<file path="src/rtl/face_crop_scaler.sv">
// Crop-and-decimate stage: captures an OUT_W x OUT_H grid (pitch STEP, origin X0/Y0) from the pixel stream
// into sequential buffer addresses, with optional 4-tap horizontal mean. Writes are registered (1 cycle), no backpressure.
module face_crop_scaler #(
  parameter int PIX_W  = 8,
  parameter int X0     = 160,
  parameter int Y0     = 0,
  parameter int STEP   = 48,
  parameter int OUT_W  = 20,
  parameter int OUT_H  = 20,
  parameter int ADDR_W = 9
) (
  input  logic              clk,
  input  logic              rst,
  input  logic              start,
  input  logic              avg_mode,
  input  logic              px_valid,
  input  logic [PIX_W-1:0]  px_data,
  input  logic [15:0]       X_Cont,
  input  logic [15:0]       Y_Cont,
  output logic              wr_en,
  output logic [ADDR_W-1:0] wr_addr,
  output logic [PIX_W-1:0]  wr_data,
  output logic              busy,
  output logic              done,
  output logic              err
);

  localparam int PH_W = (STEP > 1) ? $clog2(STEP) : 1;
  localparam logic [PH_W-1:0]   PH_LAST   = PH_W'(STEP - 1);
  localparam logic [15:0]       X_LO      = 16'(X0);
  localparam logic [15:0]       Y_LO      = 16'(Y0);
  localparam logic [15:0]       X_SPAN    = 16'(STEP * OUT_W);
  localparam logic [15:0]       Y_SPAN    = 16'(STEP * OUT_H);
  localparam logic [ADDR_W-1:0] ADDR_LAST = ADDR_W'(OUT_W * OUT_H - 1);

  typedef enum logic [1:0] {S_IDLE, S_ARM, S_CAPTURE, S_DONE} state_t;

  state_t            state_q, state_d;
  logic              avg_q;
  logic [PH_W-1:0]   xph_q, yph_q, xph_cur, yph_cur, yph_adv;
  logic [15:0]       last_y_q, x_off, y_off;
  logic [PIX_W-1:0]  tap1_q, tap2_q, tap3_q, h1, h2, h3;
  logic [PIX_W+1:0]  sum;
  logic [ADDR_W-1:0] addr_cnt_q, idx;
  logic              sof, in_win, active, take, last, arm_cmd;

  assign sof     = px_valid && (X_Cont == 16'd0) && (Y_Cont == 16'd0);
  assign arm_cmd = start && ((state_q == S_IDLE) || (state_q == S_DONE));

  // Phase of the current pixel: column phase restarts at X0, row phase at Y0 and steps once per row change.
  assign yph_adv = (yph_q == PH_LAST) ? '0 : yph_q + 1'b1;
  assign xph_cur = (X_Cont == X_LO) ? '0 : xph_q;
  assign yph_cur = (Y_Cont == Y_LO) ? '0 : ((Y_Cont != last_y_q) ? yph_adv : yph_q);

  // Wrapping offsets make a single compare cover both window bounds.
  assign x_off  = X_Cont - X_LO;
  assign y_off  = Y_Cont - Y_LO;
  assign in_win = px_valid && (x_off < X_SPAN) && (y_off < Y_SPAN) &&
                  (xph_cur == '0) && (yph_cur == '0);

  assign active = (state_q == S_CAPTURE) || ((state_q == S_ARM) && sof);
  assign idx    = sof ? '0 : addr_cnt_q;
  assign take   = active && in_win;
  assign last   = take && (idx == ADDR_LAST);

  // Tap history is zeroed at the start of every row so earlier rows never leak in.
  assign h1  = (X_Cont == 16'd0) ? '0 : tap1_q;
  assign h2  = (X_Cont == 16'd0) ? '0 : tap2_q;
  assign h3  = (X_Cont == 16'd0) ? '0 : tap3_q;
  assign sum = {2'b00, px_data} + {2'b00, h1} + {2'b00, h2} + {2'b00, h3};

  always_ff @(posedge clk or posedge rst) begin
    if (rst) state_q <= S_IDLE;
    else     state_q <= state_d;
  end

  always_comb begin
    state_d = state_q;
    case (state_q)
      S_IDLE:    if (start) state_d = S_ARM;
      S_ARM:     if (sof)   state_d = last ? S_DONE : S_CAPTURE;
      S_CAPTURE: if (last)  state_d = S_DONE;
      S_DONE:    if (start) state_d = S_ARM;
      default:   state_d = S_IDLE;
    endcase
  end

  always_comb begin
    busy = (state_q == S_ARM) || (state_q == S_CAPTURE);
  end

  always_ff @(posedge clk or posedge rst) begin
    if (rst) begin
      xph_q    <= '0;
      yph_q    <= '0;
      last_y_q <= '0;
      tap1_q   <= '0;
      tap2_q   <= '0;
      tap3_q   <= '0;
    end else if (px_valid) begin
      xph_q    <= (xph_cur == PH_LAST) ? '0 : xph_cur + 1'b1;
      yph_q    <= yph_cur;
      last_y_q <= Y_Cont;
      tap1_q   <= px_data;
      tap2_q   <= h1;
      tap3_q   <= h2;
    end
  end

  always_ff @(posedge clk or posedge rst) begin
    if (rst) begin
      wr_en      <= 1'b0;
      wr_addr    <= '0;
      wr_data    <= '0;
      addr_cnt_q <= '0;
      avg_q      <= 1'b0;
      done       <= 1'b0;
      err        <= 1'b0;
    end else begin
      wr_en <= take;
      if (take) begin
        wr_addr    <= idx;
        wr_data    <= avg_q ? sum[PIX_W+1:2] : px_data;
        addr_cnt_q <= idx + 1'b1;
      end else if (active && sof) begin
        addr_cnt_q <= '0;
      end
      if (arm_cmd) begin
        avg_q <= avg_mode;
        done  <= 1'b0;
        err   <= 1'b0;
      end else begin
        if (last)                            done <= 1'b1;
        if ((state_q == S_CAPTURE) && sof)   err  <= 1'b1;
      end
    end
  end

endmodule

</file>
<file path="config.mk">
export PLATFORM = sky130hd
export DESIGN_NAME = face_crop_scaler
export DESIGN_NICKNAME = d
export VERILOG_FILES = /design/src/rtl/face_crop_scaler.sv
export SDC_FILE = /design/constraint.sdc
export NUM_CORES = 1
export LEC_CHECK = 0
export ABC_AREA = 1
export CORE_MARGIN = 2
export CORE_UTILIZATION = 35
export DETAILED_ROUTE_END_ITERATION = 16
export SYNTH_ARGS = -nofsm -noshare
export SYNTH_HDL_FRONTEND = slang
export SYNTH_SLANG_ARGS = --single-unit
</file>
<file path="constraint.sdc">
create_clock -name clk -period 4.6 [get_ports clk]
set_input_delay 0.92 -clock clk [delete_from_list [all_inputs] [get_ports clk]]
set_output_delay 0.92 -clock clk [all_outputs]
set_load 0.03 [all_outputs]
</file>
==> metrics.yaml <==
status: "finished, final reports clean"
yosysSeqAreaShare_pct: 38.30
diodes: 0
path_clk_slew_ns: 0.06
hold_violations: 0
synth.avg_cell_area_sq_um: 7.337
synth_cells: 748
hold_slack_ns: 0.4790
grt_pass1_wl_mm: 21.06
core_area_sq_um: 15260
setup_viol: 0
yosysMostFrequentCell: "nand2_1"
area_delta_synth_final_pct: 27.06
cap_violations: 0
slowest_delay_ns: 0.54
hpwl_mm: 9.321
gp_congestion: 0.8389
rsz0062_at_grt: "false"
drive_above_1_share_pct: 11.52
endpoint_kind: "register"
antenna_left: 0
tightest_slew_ns: 0.6386
finalNonFillerCells: 1062
r2r_cells: 18
synth_top_cell_area_share_pct: 38.30
cts_tree: "done"
async_reset_ff_share_pct: 100.0
antenna_found_initial: 0
grt_use_met1_pct: 20.91
netlist_top_cells_area: "dfrtp_1 38%, nand2_1 17%, inv_1 7.4%, o21ai_0 6.1%, fa_1 5.8%"
crit_family: "simple AND/OR/NAND/NOR gates"
top_usage_layer: "met2"
dp_slack_ns: -0.1985
synth-seq-cells: 84
synth_edf_count: 0
max_slew_margin_pct: 57.43
vias: 4834
grt.met2_usage_pct: 26.41
maxSlewViolCount: 0
cts_sinks: 84
grt_max_degree: 61
skew_ns: 0.006284
vdd_drop_max_v: 0.0001691
die_height_microns: 129.2
remaining_drc_errors: 0
setup_ws_ns: 0.2879
ctsLongestPathBuffers: 2
fin_nets: 924
detail_route.first_pass.iterations: 5
root_buffer: "clkbuf_16"
synth-main-ff-cell: "dfrtp_1"
grt_use_met3_pct: 3.303
ioPinCount: 66
port_buffers: 65
place_inst: 1045
fin_crit_sh_pct: 93.74
worstPathRequired_ns: 4.83
synth_warnings: 0
path_buf_inv: 3
drt_iter0_drc: 234
dieWidth_microns: 129.2
critPathLaunchType: "primary input"
grt_pass1_vias: 4510
crit_fanout: 12
slowest_stage: "fa_1"
wl_mm: 12.46
start_util_pct: 35.97
grt_use_total_pct: 15.75
synth_cell_types: 43
hp-class: "register to register"
synthTopCellsByCount: "243 x nand2_1, 108 x inv_1, 84 x dfrtp_1, 67 x o21ai_0, 62 x nor2_1"
rows: 45
syn_nets: 824
viasPerCell: 4.552
arrival_ns: 4.54
crit_chain: "clkdlybuf4s50_1 > nor2_4 > nand2_4 > nor2_4 > nand2_2 > buf_4 > nand2_1 > fa_1 > fa_1 > inv_1 > ha_1 > nand2_1 > nor2_1 > a211oi_1 > nand2_1 > or2_2 > nand3_1 > o21ai_0 > nand2_1 > nand2_1"
p_leak_nw: 3.543
wire_per_inst_microns: 11.73
netlist_area_sq_um: 5488
period_minus_slack_ns: 4.312
max_freq_mhz: 231.9
clock_latency_ns: 0.34
cts_htree_levels: 3
critPathKind: "primary input to register"
grt_overflow: 0
numCtsBuffers: 9
power.density_nw_per_um2: 368.2
critPathMostFrequentCell: "nand2_1"
hold_buffers: 0
yosys.area.top_type: "dfrtp_1"
crit_cells: 20
hold_depth: 2
dieArea_sq_um: 16700
==> registers in the layout, indices dropped and copies added (netlist names) <==
register,count
state_q,2
xph_q,6
tap1_q,8
avg_q,1
tap3_q,8
yph_q,6
addr_cnt_q,9
done,1
wr_data,8
wr_en,1
wr_addr,9
last_y_q,16
tap2_q,8
err,1
==> logic make-up after synthesis <==
kind of cell | count (synthesis) | share of synthesized area, %
simple gates | 387 | 30.78
xor+xnor | 9 | 1.436
flops | 84 | 38.30
buf+inv | 132 | 9.485
mux | 1 | 0.1824
compound gates | 104 | 10.56
fa+ha+maj | 31 | 9.257
==> worst paths after layout <==
kind	start	end	slack, ns
worst max-delay path	X_Cont[8]	wr_data[4]	0.29
worst min-delay path	wr_addr[3]	wr_addr[3]	0.48
worst max register to register	tap1_q[1]	wr_data[5]	1.55
worst min register to register	wr_addr[3]	wr_addr[3]	0.48
max in group asynchronous	rst	tap1_q[6]	3.08
min in group asynchronous	rst	state_q[0]	1.02
==> metrics by stage <==
| stage | util [%] | setup TNS [ns] | area (sq um) | total power [mW] |
|---|---|---|---|---|
| floorplan | - | 0 | 5488 | 1.530 |
| global placement | 43.30 | -0.5338 | 6608 | 1.796 |
| detailed placement | 43.30 | -0.8743 | 6608 | 1.805 |
| CTS | 45.31 | 0 | 6914 | 2.587 |
| global route | 45.70 | 0 | 6973 | 2.791 |
| finish | 45.70 | 0 | 6973 | 2.567 |
==> final cells by class <==
cell class	count	area, sq um
Timing Repair Buffer	107	965.9
Tap cell	211	264.0
Clock buffer	12	246.5
Sequential cell	84	2102
Inverter	113	425.4
Fill cell	1537	8285
Clock inverter	2	60.06
Multi-Input combinational cell	533	2909
==> per-layer routing <==
layer / vias up / wire length, microns
met5: - / 0
met2: 74 / 5887
met3: 7 / 432
li1: 2552 / -
met4: 0 / 92
met1: 2201 / 6045
==> placed cells by master, fill, tap and decap left out, drive strengths merged, types with 10 or more instances in the layout <==
cell type,n
ha,15
inv,111
nand4,10
clkdlybuf4s50,65
nor2,73
clkbuf,12
nand3,41
nand2,250
buf,42
dfrtp,84
o21ai,76
fa,16
a21oi,13
==> power by group <==
group | switching, mW | internal, mW | leakage [nW]
sequential | 0.0842 | 0.826 | 1.06
combinational | 0.502 | 0.393 | 2.34
clock | 0.277 | 0.485 | 0.149
==> tightest hold or removal path, stage by stage (launching register included) <==
cell,delay [ns]
dfrtp_1,0.34
nand2_1,0.06
o21ai_2,0.05
==> what timing repair did <==
action / 4_1_cts / 5_1_grt
resized for setup: 0 / 12
buffers inserted: 0 / 2
setup endpoints to repair: 0 / 5
Note: power is estimated with default switching activity, not from simulation.
